**src/rtl/piso_pkg.sv**
```systemverilog
// Shared types and constants for the PISO serializer slice.
// Optional parity is enabled by defining PISO_PARITY_EN.
package piso_pkg;

    localparam int PISO_DEFAULT_WIDTH = 4;

    typedef enum logic [1:0] {
        IDLE   = 2'd0,
        SHIFT  = 2'd1,
        PARITY = 2'd2
    } piso_state_t;

endpackage

```
**src/rtl/piso_shift_reg.sv**
```systemverilog
// Loadable WIDTH-bit shifter; LSB_FIRST picks which end is presented on bit_out.
// Used by piso_serializer (PISO_PARITY_EN does not affect this block).
module piso_shift_reg
    import piso_pkg::*;
#(
    parameter int WIDTH     = PISO_DEFAULT_WIDTH,
    parameter bit LSB_FIRST = 1'b1
) (
    input  logic             clk,
    input  logic             rst_n,
    input  logic             load,
    input  logic             shift,
    input  logic [WIDTH-1:0] din,
    output logic             bit_out
);

    logic [WIDTH-1:0] data;

    // Load wins over shift so a reload on the last bit never loses the new word.
    always_ff @(posedge clk or negedge rst_n) begin
        if (!rst_n) begin
            data <= '0;
        end else if (load) begin
            data <= din;
        end else if (shift) begin
            if (LSB_FIRST) begin
                data <= {1'b0, data[WIDTH-1:1]};
            end else begin
                data <= {data[WIDTH-2:0], 1'b0};
            end
        end
    end

    assign bit_out = LSB_FIRST ? data[0] : data[WIDTH-1];

endmodule

```
**src/rtl/piso_serializer.sv**
```systemverilog
// Parallel-in/serial-out converter with valid/ready input and framing strobes.
// Define PISO_PARITY_EN to append an even-parity bit to every frame.
module piso_serializer
    import piso_pkg::*;
#(
    parameter int WIDTH     = PISO_DEFAULT_WIDTH,
    parameter bit LSB_FIRST = 1'b1
) (
    input  logic             clk,
    input  logic             rst_n,
    input  logic [WIDTH-1:0] par_in,
    input  logic             par_valid,
    output logic             par_ready,
    output logic             ser_out,
    output logic             ser_valid,
    output logic             ser_first,
    output logic             ser_last,
    output logic             busy
);

    localparam int CW = $clog2(WIDTH + 1);
    localparam logic [CW-1:0] LAST_CNT = CW'(WIDTH - 1);

    piso_state_t      state;
    logic [CW-1:0]    bit_cnt;
    logic [WIDTH-1:0] hold_reg;
    logic             hold_full;

    logic             accept;
    logic             on_last_data;
    logic             frame_end;
    logic             load;
    logic             shift;
    logic [WIDTH-1:0] load_data;
    logic             data_bit;

    assign par_ready    = !hold_full;
    assign accept       = par_valid && !hold_full;
    assign on_last_data = (state == SHIFT) && (bit_cnt == LAST_CNT);

`ifdef PISO_PARITY_EN
    assign frame_end = (state == PARITY);
`else
    assign frame_end = on_last_data;
`endif

    // The hold register is always empty in IDLE, so hold_full alone selects the source.
    assign load      = ((state == IDLE) && accept) || (frame_end && (hold_full || accept));
    assign load_data = hold_full ? hold_reg : par_in;
    assign shift     = (state == SHIFT) && !on_last_data;

    piso_shift_reg #(
        .WIDTH     (WIDTH),
        .LSB_FIRST (LSB_FIRST)
    ) u_shift_reg (
        .clk     (clk),
        .rst_n   (rst_n),
        .load    (load),
        .shift   (shift),
        .din     (load_data),
        .bit_out (data_bit)
    );

    always_ff @(posedge clk or negedge rst_n) begin
        if (!rst_n) begin
            state   <= IDLE;
            bit_cnt <= '0;
        end else if (load) begin
            state   <= SHIFT;
            bit_cnt <= '0;
        end else if (shift) begin
            bit_cnt <= bit_cnt + CW'(1);
`ifdef PISO_PARITY_EN
        end else if (on_last_data) begin
            state   <= PARITY;
            bit_cnt <= bit_cnt + CW'(1);
`endif
        end else if (frame_end) begin
            state   <= IDLE;
            bit_cnt <= '0;
        end
    end

    // A word goes to the hold register only when it cannot go straight into the shifter.
    always_ff @(posedge clk or negedge rst_n) begin
        if (!rst_n) begin
            hold_reg  <= '0;
            hold_full <= 1'b0;
        end else if (load && hold_full) begin
            hold_full <= 1'b0;
        end else if (accept && !load) begin
            hold_reg  <= par_in;
            hold_full <= 1'b1;
        end
    end

`ifdef PISO_PARITY_EN
    logic parity_bit;

    always_ff @(posedge clk or negedge rst_n) begin
        if (!rst_n) begin
            parity_bit <= 1'b0;
        end else if (load) begin
            parity_bit <= ^load_data;
        end
    end

    assign ser_out  = (state == PARITY) ? parity_bit : ((state == SHIFT) && data_bit);
    assign ser_last = (state == PARITY);
`else
    assign ser_out  = (state == SHIFT) && data_bit;
    assign ser_last = on_last_data;
`endif

    assign ser_valid = (state != IDLE);
    assign ser_first = (state == SHIFT) && (bit_cnt == '0);
    assign busy      = (state != IDLE) || hold_full;

endmodule

```
**config.mk**
```make
export PLATFORM = sky130hd
export DESIGN_NAME = piso_serializer
export DESIGN_NICKNAME = d
export VERILOG_FILES = /design/src/rtl/piso_pkg.sv /design/src/rtl/piso_shift_reg.sv /design/src/rtl/piso_serializer.sv
export SDC_FILE = /design/constraint.sdc
export NUM_CORES = 1
export LEC_CHECK = 0
export ABC_AREA = 1
export CAP_MARGIN = 20
export CORE_MARGIN = 5
export CORE_UTILIZATION = 40
export DETAILED_ROUTE_END_ITERATION = 10
export SLEW_MARGIN = 5
export SYNTH_ARGS = -nofsm -noshare
export SYNTH_HDL_FRONTEND = slang
export SYNTH_SLANG_ARGS = --single-unit
```
**constraint.sdc**
```tcl
create_clock -name clk -period 2.75 [get_ports clk]
set_input_delay 0.55 -clock clk [delete_from_list [all_inputs] [get_ports clk]]
set_output_delay 0.55 -clock clk [all_outputs]
set_load 0.01 [all_outputs]
```
Word level (Yosys, flattened, before mapping):

Index checks and enable logic that the tools add are counted.

* ROM bits: 0
* bits in latches: 0
* RAM bits: 0
* register bits: 14
* logic and storage cells: 45
* output and inout port bits: 6
* memories kept: 0

* shift-type cells: 0
* bitwise gates (word level): 1
* eq/ne operators: 3
* multiply operators: 0
* reductions and logical operators: 24
* mux-type cells: 11
* div/mod/pow operators: 0
* $add $sub $neg: 1
* $lt $le $gt $ge: 0

Operators by type and width (number)
* 4-bit 2-to-1 mux: 3
* 1-bit logical AND: 9
* 3-bit 2-to-1 mux: 3
* 2-bit nonzero test: 4
* 2-bit 2-to-1 mux: 3
* 2-bit AND reduction: 2
* 3-bit by 1-bit adder with 3-bit output (second input constant): 1
* 3-bit by 2-bit == test with 1-bit output (second input constant): 1
* 1-bit zero test: 3
* 3-bit zero test: 1
* 1-bit logical OR: 3
* 3-bit nonzero test: 1
* 2-bit by 1-bit == test with 1-bit output (second input constant): 1
* 2-bit zero test: 1
* 1-bit 2-to-1 mux: 2
* 2-bit inequality test (second input constant): 1
* 1-bit inverter: 1

Logic depth before layout (Yosys ltp):

Gate-level depths: netlist of the first run.

* depth in word-level cells: 9
* depth in mapped cells: 7

Modules after synthesis:

A second synthesis of the first run with hierarchy kept.

* cells, all modules: 89
* area total of the unflattened synthesis: 693.2 um2

By module, submodules not included
* piso_serializer: cells each 68, times used 1, area each 519.2 um2, seq. area each 225.2 um2
* piso_shift_reg: cells each 21, times used 1, area each 173.9 um2, seq. area each 100.1 um2

Least setup slack after synthesis of the first run:

OpenSTA, ideal clock, no wires.

* path type: reg2out
* from: register bit_cnt[0]
* to: output ser_last
* path slack: 1228 ps
* required time: 2200 ps
* arrival time: 972 ps
* stages on the path, launching flop included: 5
* cell sequence: dfrtp_1 > ha_1 > ha_1 > nand2_2 > inv_1

* word-level cells in the longest chain between the ends: 2

RTL lines
* start, declared: line piso_serializer.sv:25 `logic [CW-1:0] bit_cnt;`
* start signal, assigned: line piso_serializer.sv:72 `bit_cnt <= bit_cnt + CW'(1);`
* 3-bit by 2-bit == test with 1-bit output: line piso_serializer.sv:39 `assign on_last_data = (state == SHIFT) && (bit_cnt == LAST_CNT);`
* 1-bit logical AND: line piso_serializer.sv:39
* end, declared: line piso_serializer.sv:17 `output logic ser_last,`

Every way passes these cells.

Worst setup path in the final report of the first run:

* from: register bit_cnt[1]
* to: output ser_last

The elaborated chain is that of the path after synthesis.

==> results of run 1 <==
==> metrics by stage <==
| step | hold WS, ns | cell area, um2 |
|---|---|---|
| 2_1_floorplan | 0.254 | 718 |
| 3_3_place_gp | 0.465 | 856 |
| 3_5_place_dp | 0.470 | 856 |
| 4_1_cts | 0.490 | 882 |
| 5_1_grt | 0.505 | 882 |
| 6_report | 0.484 | 882 |
==> critical path: cells and delay by family, from the launching register on <==
family	cells	cell delay (ns)
buffers and inverters	2	0.58
adder cells (fa/ha/maj)	2	0.45
flip-flops	1	0.36
AND/OR/NAND/NOR	1	0.09
==> layout make-up <==
class	instances	area [um2]	area share [%]
Sequential cell	13	325	36.9
Multi-Input combinational cell	52	318	36.0
Tap cell	25	31.3	3.55
Timing Repair Buffer	12	120	13.6
Clock buffer	4	26.3	2.98
Inverter	15	61.3	6.95
==> cell families (layout without fill, tap and decap cells) <==
family                     Yosys count  count (layout)  share of synthesized area, %
and+or+nand+nor                     35              35                          25.1
buffers and inverters               16              31                          10.5
AOI/OAI and AO/OA                   14              14                          13.9
DFF                                 13              13                          45.3
adders and majority gates            3               3                          5.23
==> metal layers <==
layer  global-route usage [%]  up-vias  wire [um]
li1                         -      293          -
met1                     13.5      274        595
met2                     17.6       10        622
met3                     6.55        2         80
met4                     3.83        0         14
met5                        0        -          0
==> power by group through the flow <==
stage,Sequential [mW],Clock (mW),Combinational [mW]
2_1_floorplan,0.324,0,0.367
3_3_place_gp,0.349,0,0.474
3_5_place_dp,0.349,0,0.477
4_1_cts,0.346,0.123,0.482
5_1_grt,0.359,0.134,0.542
6_report,0.346,0.117,0.471
==> synth_stat cells <==
| master | count | area share (%) |
|---|---|---|
| nor2_1 | 3 | 1.6 |
| clkinv_4 | 1 | 1.2 |
| nand3_1 | 12 | 8.4 |
| nor2_8 | 1 | 2.8 |
| inv_2 | 2 | 1.0 |
| nand2_4 | 2 | 3.1 |
| dfrtp_1 | 13 | 45 |
| clkbuf_8 | 1 | 1.9 |
| o22ai_2 | 1 | 1.7 |
| nand2_2 | 1 | 0.87 |
| inv_1 | 12 | 6.3 |
| o21ai_2 | 6 | 7.3 |
| nand2_1 | 16 | 8.4 |
| ha_1 | 3 | 5.2 |
| o21ai_0 | 7 | 4.9 |
==> worst paths after layout <==
kind,cells after the start,slack (ns),end
worst max-delay path,5,0.44,ser_last
worst min-delay path,2,0.48,hold_reg[3]$_DFFE_PN0P_
worst max register to register,7,1.33,u_shift_reg.data[0]$_DFFE_PN0P_
worst min register to register,2,0.48,hold_reg[3]$_DFFE_PN0P_
max in group asynchronous,1,1.71,bit_cnt[2]$_DFFE_PN0P_
min in group asynchronous,1,0.65,state[0]$_DFFE_PN0P_
==> reports/metrics.cfg, run 1 <==
[clock_tree]
cts_tree=done
clk_pin_slew_ns=0.07
clock-sinks=13
cts.hold.buffers_added=0
cts-htree-levels=1
cts-resized-gates=0
root_buffer=clkbuf_4
clk_latency_ns=0.28
cts_made_buffers=3
cts.path.max_buffers=2
postCtsSetupRepairBufs=0

[placed_design]
place.gp.congestion=0.786
port_buffers=12
numPlacedInstances=117
pre_cts_ws_ns=0.738
place.detailed.hpwl_um=981

[layout]
final_common_cell=nand2_1
layout_common_cells=16 x nand2_1, 13 x dfrtp_1, 12 x inv_1, 12 x nand3_1, 12 x clkdlybuf4s50_1
final_cells=121
syn_to_final_growth_pct=22.8
final_core_utilization_pct=51.6
fin_nets=107
drive_gt1_share_pct=17.7
fill_cells=169
n_antenna_cell=0

[floorplan]
start_util_pct=42.1
die_h_um=52.4
dieArea_um2=2740
ios=13
core_area_um2=1710
rows=15
die_x_um=52.4

[power_and_ir_drop]
switching_share_pct=42.5
total_power_mw=0.934
peakVddDrop_mv=0.482
seqPwrFrac_pct=37.0
powerDensity_nw_per_um2=1060
leakage_nw=0.443
pwr-share-clk_pct=12.5
power.switching_mw=0.397
internal_power_mw=0.537
power_frac_comb_pct=50.4

[setup_path]
arrival_ns=1.76
crit_type=reg2out
startpoint=bit_cnt[1]$_DFFE_PN0P_
cp.required_ns=2.20
max_stage_delay_ns=0.52
startpoint_type=flop
rr_startpoint=bit_cnt[1]$_DFFE_PN0P_
crit_chain=ha_1 > ha_1 > nand2_2 > inv_1 > clkdlybuf4s50_1
path_common_cell=ha_1
cp-end-kind=primary output
crit_fanout=3
cpMaxStageDelayCell=clkdlybuf4s50_1

[worst_hold_path]
min_path_type=reg2reg
worstHoldStart=hold_reg[3]$_DFFE_PN0P_

[timing]
period_share_pct=83.9
min_period_ns=2.31
setup_viol=0
slew_headroom_pct=59.5
worst_slack_ns=0.444
final.setup_skew_ns=0.00387
worst_pin_slew_ns=0.605
max_freq_mhz=434
final-hold-violation-count=0
fin_tns_setup_ns=0
slew_violations=0
grt_setup_unrepaired=no

[grt]
grt_pass1_vias=539
grt_usage_pct=11.5
grt_max_degree=14
antenna_found_initial=0
grt_pass1_wl_um=2260
overflow=0

[detailed_routing]
vias=579
wl_per_cell_um=10.9
ant_nets=0
firstDrtPassIters=4
drcViolationCount=0
drt-total-wl_um=1310
drtIter0Drc=18
avgViaCountPerCell=4.79

[flow_run]
drv_cap=0

[synth]
yosysSeqAreaShare_pct=45.3
synth_cell_types=15
syn_area_per_cell_um2=8.87
ys_ff_latch=13
synthesis.instances=81
yosys_warnings=0
synthesis.area_um2=718
syn-num-nets=91

[outcome]
status=completed

Note: power is estimated with default switching activity, not from simulation.
==> run 2: changes to the inputs <==
--- a/config.mk
+++ b/config.mk
@@ -10,6 +10,7 @@
 export CORE_MARGIN = 5
 export CORE_UTILIZATION = 40
 export DETAILED_ROUTE_END_ITERATION = 10
+export PLACE_DENSITY = 0.66
 export SLEW_MARGIN = 5
 export SYNTH_ARGS = -nofsm -noshare
 export SYNTH_HDL_FRONTEND = slang
==> constraint.sdc (replaced) <==
create_clock -name clk -period 2 [get_ports clk]
set_input_delay 0.4 -clock clk [delete_from_list [all_inputs] [get_ports clk]]
set_output_delay 0.4 -clock clk [all_outputs]
set_load 0.01 [all_outputs]
==> run 2 against run 1 <==
  * Register-to-register slack got worse by 0.80 ns
  * Sequential power rose by 33%
  * Final area rose by 2.0%
  * Sequential cell count did not move
  * Sequential share of layout area fell by 0.58 points
  * Setup slack got worse by 0.30 ns
  * First-iteration DRC count rose by 5.6%
  * Cell count rose by 1.7%
  * Via count fell by 0.17%
  * Clock-buffer cell count did not move
==> reports/metrics.cfg, run 2 (synthesis results as in run 1) <==
[grt]
grt_pass1_wl_um=2350
grt_usage_pct=11.7
overflow=0
antenna_found_initial=0
grt_max_degree=14
grt_pass1_vias=533

[layout]
n_antenna_cell=0
final_common_cell=nand2_1
regArea_um2=327
fin_nets=109
final_core_utilization_pct=52.7
fill_cells=157
drive_gt1_share_pct=20.4
layout_common_cells=16 x nand2_1, 12 x inv_1, 12 x nand3_1, 12 x dfrtp_1, 10 x clkdlybuf4s50_1
syn_to_final_growth_pct=25.3
multi_input_area_um2=318

[power_and_ir_drop]
power_frac_comb_pct=52.4
powerDensity_nw_per_um2=1460
leakage_nw=0.471
seqPwrFrac_pct=35.1
switching_share_pct=42.5
total_power_mw=1.31
internal_power_mw=0.753
power.switching_mw=0.557
pwr-share-clk_pct=12.5
peakVddDrop_mv=0.665

[timing]
worst_pin_slew_ns=0.582
holdWs_ns=0.486
fin_tns_setup_ns=0
period_share_pct=93.0
final.setup_skew_ns=0.00413
slew_violations=0
setup_viol=0
slew_headroom_pct=61.1
max_freq_mhz=538
min_period_ns=1.86
grt_setup_unrepaired=no
final-hold-violation-count=0

[setup_path]
rrSetupSlack_ns=0.53
cp-end-kind=primary output
r2r-end=u_shift_reg.data[0]$_DFFE_PN0P_
reg2regPathDepth=7
arrival_ns=1.46
crit_end=ser_last
startpoint=bit_cnt[0]$_DFFE_PN0P_
crit_type=reg2out
cp.required_ns=1.60
crit_fanout=2
rr_startpoint=bit_cnt[0]$_DFFE_PN0P_
startpoint_type=flop

[clock_tree]
cts-htree-levels=1
cts.path.max_buffers=2
clk_latency_ns=0.27
clk_pin_slew_ns=0.08
cts_made_buffers=3
clock-sinks=13
postCtsSetupRepairBufs=0
root_buffer=clkbuf_4
cts-resized-gates=1
cts.hold.buffers_added=0
cts_tree=done

[detailed_routing]
avgViaCountPerCell=4.70
vias=578
drt-total-wl_um=1310
drtIter0Drc=19
ant_nets=0
firstDrtPassIters=4
drcViolationCount=0
wl_per_cell_um=10.6

[flow_run]
drv_cap=0

[worst_hold_path]
min_path_type=in2async

[floorplan]
ios=13
start_util_pct=42.1
rows=15
die_x_um=52.4
dieArea_um2=2740
die_h_um=52.4
core_area_um2=1710

[outcome]
status=completed

[placed_design]
port_buffers=12
place.detailed.hpwl_um=1020
place.gp.congestion=0.793

[run 2: cell count changes in the layout (fill, tap and decap cells not counted)]
cell             previous run  this run
buf_4                       0         2
dfrtp_2                     0         1
clkdlybuf4s50_1            12        10
dlymetal6s2s_1              0         1
dfrtp_1                    13        12
dlygate4sd2_1               0         1
[run 2: worst max-delay path, cell delays in order, from the launching register on]
cell and delay [ns]:
dfrtp_1 0.39, ha_1 0.20, ha_1 0.20, nand2_2 0.08
inv_1 0.04, dlygate4sd2_1 0.27
[run 2: power by group through the flow]
stage	Combinational (mW)	Sequential (mW)	Clock, mW
3_3_place_gp	0.685	0.459	0
5_1_grt	0.772	0.479	0.183
6_report	0.686	0.460	0.164
3_5_place_dp	0.694	0.465	0
2_1_floorplan	0.505	0.445	0
4_1_cts	0.694	0.461	0.166
[run 2: worst min-delay path by stage]
stage / from / to / slack, ns / cells after the start
CTS: hold_reg[1]$_DFFE_PN0P_ / hold_reg[1]$_DFFE_PN0P_ / 0.49 / 2
floorplan: rst_n / bit_cnt[0]$_DFFE_PN0P_ / 0.10 / 0
finish: rst_n / u_shift_reg.data[3]$_DFFE_PN0P_ / 0.49 / 1
global route: hold_reg[2]$_DFFE_PN0P_ / hold_reg[2]$_DFFE_PN0P_ / 0.52 / 2
detailed placement: hold_reg[1]$_DFFE_PN0P_ / hold_reg[1]$_DFFE_PN0P_ / 0.47 / 2
global placement: hold_reg[3]$_DFFE_PN0P_ / hold_reg[3]$_DFFE_PN0P_ / 0.46 / 2
[run 2: metrics by stage]
step	cell area [um2]	worst slack, ns	instances
detailed placement	871	0.241	119
finish	900	0.140	123
CTS	896	0.0103	123
global route	900	0.0809	123
global placement	871	0.271	119
floorplan	718	0.628	81
[run 2: cell type report]
type | count | area share, %
Timing Repair Buffer | 14 | 15.2
Multi-Input combinational cell | 52 | 35.3
Tap cell | 25 | 3.48
Inverter | 15 | 6.82
Sequential cell | 13 | 36.3
Clock buffer | 4 | 2.92
[run 2: metal layers]
layer	routed length (um)	share of wire, %	track usage [%]	vias up
met5	0	0	0	-
met4	31	2.4	6.38	0
met3	68	5.2	2.56	4
met2	599	46	17.1	15
met1	607	46	15.9	267
li1	-	-	-	292
==> patch, RTL diff (flow settings as in run 1) <==
`LSB_FIRST` is set to 1'b1 in 2 places; all go to 1'b0.
--- a/src/rtl/piso_shift_reg.sv
+++ b/src/rtl/piso_shift_reg.sv
@@ -5,5 +5,5 @@
 #(
     parameter int WIDTH     = PISO_DEFAULT_WIDTH,
-    parameter bit LSB_FIRST = 1'b1
+    parameter bit LSB_FIRST = 1'b0
 ) (
     input  logic             clk,
--- a/src/rtl/piso_serializer.sv
+++ b/src/rtl/piso_serializer.sv
@@ -5,5 +5,5 @@
 #(
     parameter int WIDTH     = PISO_DEFAULT_WIDTH,
-    parameter bit LSB_FIRST = 1'b1
+    parameter bit LSB_FIRST = 1'b0
 ) (
     input  logic             clk,
Function: changed (Yosys sat finds a counterexample within 4 cycles, from zero or initial values and one cycle with rst_n low).
==> patch against run 1 <==
Maximum frequency decreased by 1.9%; area after synthesis increased by 6.4%; worst setup slack got worse by 0.044 ns; global-route usage increased by 0.57 points; sequential cell count unchanged; total power increased by 6.1%; synthesized cell count increased by 16%; wire length increased by 7.9%; cell area increased by 4.3%; clock power increased by 5%.
==> patch: results (changes against run 1) <==
qor: place.routabilityCongestion 0.7788 [-0.85%]
qor: cells_and_area.drive_above_1_share 11.11% [-6.6 points]
qor: place.place.port_buffers 12 [unchanged]
qor: timing.finClkSkew 0.003383 ns [-0.0004850 ns]
qor: global_routing.grt.total_usage 12.09% [+0.57 points]
qor: drt.detail_route.iter0.violations 8 [-10]
qor: critical_path.reg2reg_slack 1.21 ns [-0.12 ns]
qor: critical_path.crit_arrival 1.80 ns [+0.04 ns]
qor: global_routing.grt_first_pass_wirelength 2463 um [+8.8%]
qor: critical_path.cp-startpoint state[0]$_DFFE_PN0P_
qor: global_routing.number_of_global_route_vias_before_repair 560 [+3.9%]
qor: yosys.synthesis.yosys.warnings 0 [unchanged]
qor: clocking.cts.repair.resized 0 [unchanged]
qor: clocking.insertion_delay 0.28 ns [about the same]
qor: drt.vias_per_instance 4.677 [-2.3%]
qor: yosys.synth_adder_area_share 4.910% [-0.32 points]
qor: yosys.yosysSeqAreaShare 42.55% [-2.7 points]
qor: critical_path.worst_setup_path_endpoint ser_last
qor: yosys.number_of_distinct_library_cells_after_synthesis 19 [+4]
qor: critical_path.worst-r2r-cell-count 6 [-1]
qor: yosys.netlist_top_cells_area sky130_fd_sc_hd__dfrtp_1, sky130_fd_sc_hd__nand2_1, sky130_fd_sc_hd__nand3_1, sky130_fd_sc_hd__inv_1, sky130_fd_sc_hd__ha_1
qor: yosys.postSynthNetCount 104 [+14%]
qor: yosys.synth_xor_area_share 0% [unchanged]
qor: min_path.hold_class reg -> reg
qor: yosys.synth.top_cells.by_count sky130_fd_sc_hd__nand2_1, sky130_fd_sc_hd__nand3_1, sky130_fd_sc_hd__inv_1, sky130_fd_sc_hd__dfrtp_1, sky130_fd_sc_hd__o21ai_1
qor: timing.timing_worst_slew_pin_value 0.5662 ns [-0.03900 ns]
qor: drt.wl_per_cell 10.65 um [-1.8%]
qor: critical_path.regToRegStartpoint bit_cnt[0]$_DFFE_PN0P_
qor: critical_path.capture_instance_of_the_worst_register_to_register_path u_shift_reg.data[1]$_DFFE_PN0P_
qor: place.post-place-cells 129 [+10%]
qor: cells_and_area.finish.net_count 119 [+11%]
qor: place.post-dp-hpwl 1105 um [+13%]
qor: yosys.muxShareOfSynthArea 0% [unchanged]
qor: clocking.ctsHtreeMaxLevel 1 [unchanged]
qor: cells_and_area.diodes 0 [unchanged]
qor: pwr.power.ir.vdd_worst 0.4966 mV [+3.0%]
qor: yosys.synthCells 94 [+16%]
qor: critical_path.worstPathMaxFanout 13 [+10]
qor: global_routing.grt_antenna_before_repair 0 [unchanged]
qor: clocking.clockRootBuffer sky130_fd_sc_hd__clkbuf_4
qor: yosys.synth_compound_gate_area_share 9.329% [-4.6 points]
qor: pwr.power_leakage 0.4763 nW [+7.6%]
qor: cells_and_area.finalNonFillerCells 133 [+9.9%]
qor: yosys.netlist.top_cell.by_area sky130_fd_sc_hd__dfrtp_1
qor: run_status.outcome finished, final reports clean
qor: cells_and_area.nFillCells 181 [+7.1%]
patch: cell types whose count changed in the layout (fill, tap and decap cells not counted), sizes merged:
cell    delta
nand2     +11
nand3      +5
o21ai      -4
nor2       -3
inv        +2
a21oi      +1
clkinv     -1
nand4      +1
patch: critical path: stages, from the launching register on:
cell,delay [ns]
sky130_fd_sc_hd__dfrtp_1,0.66
sky130_fd_sc_hd__nand2_1,0.19
sky130_fd_sc_hd__inv_1,0.12
sky130_fd_sc_hd__clkdlybuf4s50_1,0.54
patch: where the power goes:
group	total [mW]	internal (mW)	leakage, nW	switching (mW)
clock	0.123	0.0564	0.0150	0.0664
sequential	0.370	0.281	0.161	0.0894
combinational	0.498	0.218	0.301	0.280
total	0.992	0.555	0.476	0.436
patch: cells by family (layout without fill, tap and decap cells):
family,after synthesis,count (layout)
AOI/OAI and AO/OA,11,11
buffers and inverters,18,32
and+or+nand+nor,49,49
adders and majority gates,3,3
DFF,13,13
patch: routing by layer:
layer	track usage, %	up-vias	wire (um)
li1	-	328	-
met1	15.62	277	706
met2	17.34	12	610
met3	3.601	5	60
met4	7.660	0	40
met5	0	-	0
patch: worst min path at each step:
stage	start	endpoint	slack, ns	cells past startpoint
floorplan	rst_n	bit_cnt[0]$_DFFE_PN0P_	0.25	0
global placement	hold_reg[2]$_DFFE_PN0P_	hold_reg[2]$_DFFE_PN0P_	0.47	2
detailed placement	hold_reg[2]$_DFFE_PN0P_	hold_reg[2]$_DFFE_PN0P_	0.49	2
CTS	hold_reg[2]$_DFFE_PN0P_	hold_reg[2]$_DFFE_PN0P_	0.50	2
global route	hold_reg[2]$_DFFE_PN0P_	hold_reg[2]$_DFFE_PN0P_	0.52	2
finish	hold_reg[1]$_DFFE_PN0P_	hold_reg[1]$_DFFE_PN0P_	0.50	2
patch: final cells by class:
cell class	instances	area share (%)
Sequential cell	13	35.37
Inverter	16	6.803
Timing Repair Buffer	12	13.06
Tap cell	25	3.401
Multi-Input combinational cell	63	38.50
Clock buffer	4	2.857
patch: stage by stage:
stage                     util (%)  hold WS (ns)  setup slack (ns)  instance area [um2]  power (mW)
after global placement       50.64        0.4678            0.7473                893.4      0.8722
after detailed placement     50.64        0.4851            0.7091                893.4      0.8805
after CTS                    52.13        0.5011            0.3980                919.6       1.002
after global routing         52.13        0.5216            0.2654                919.6       1.092
final                        52.13        0.5005            0.3996                919.6      0.9916
after floorplan                  -        0.2544             1.264                764.5      0.7411
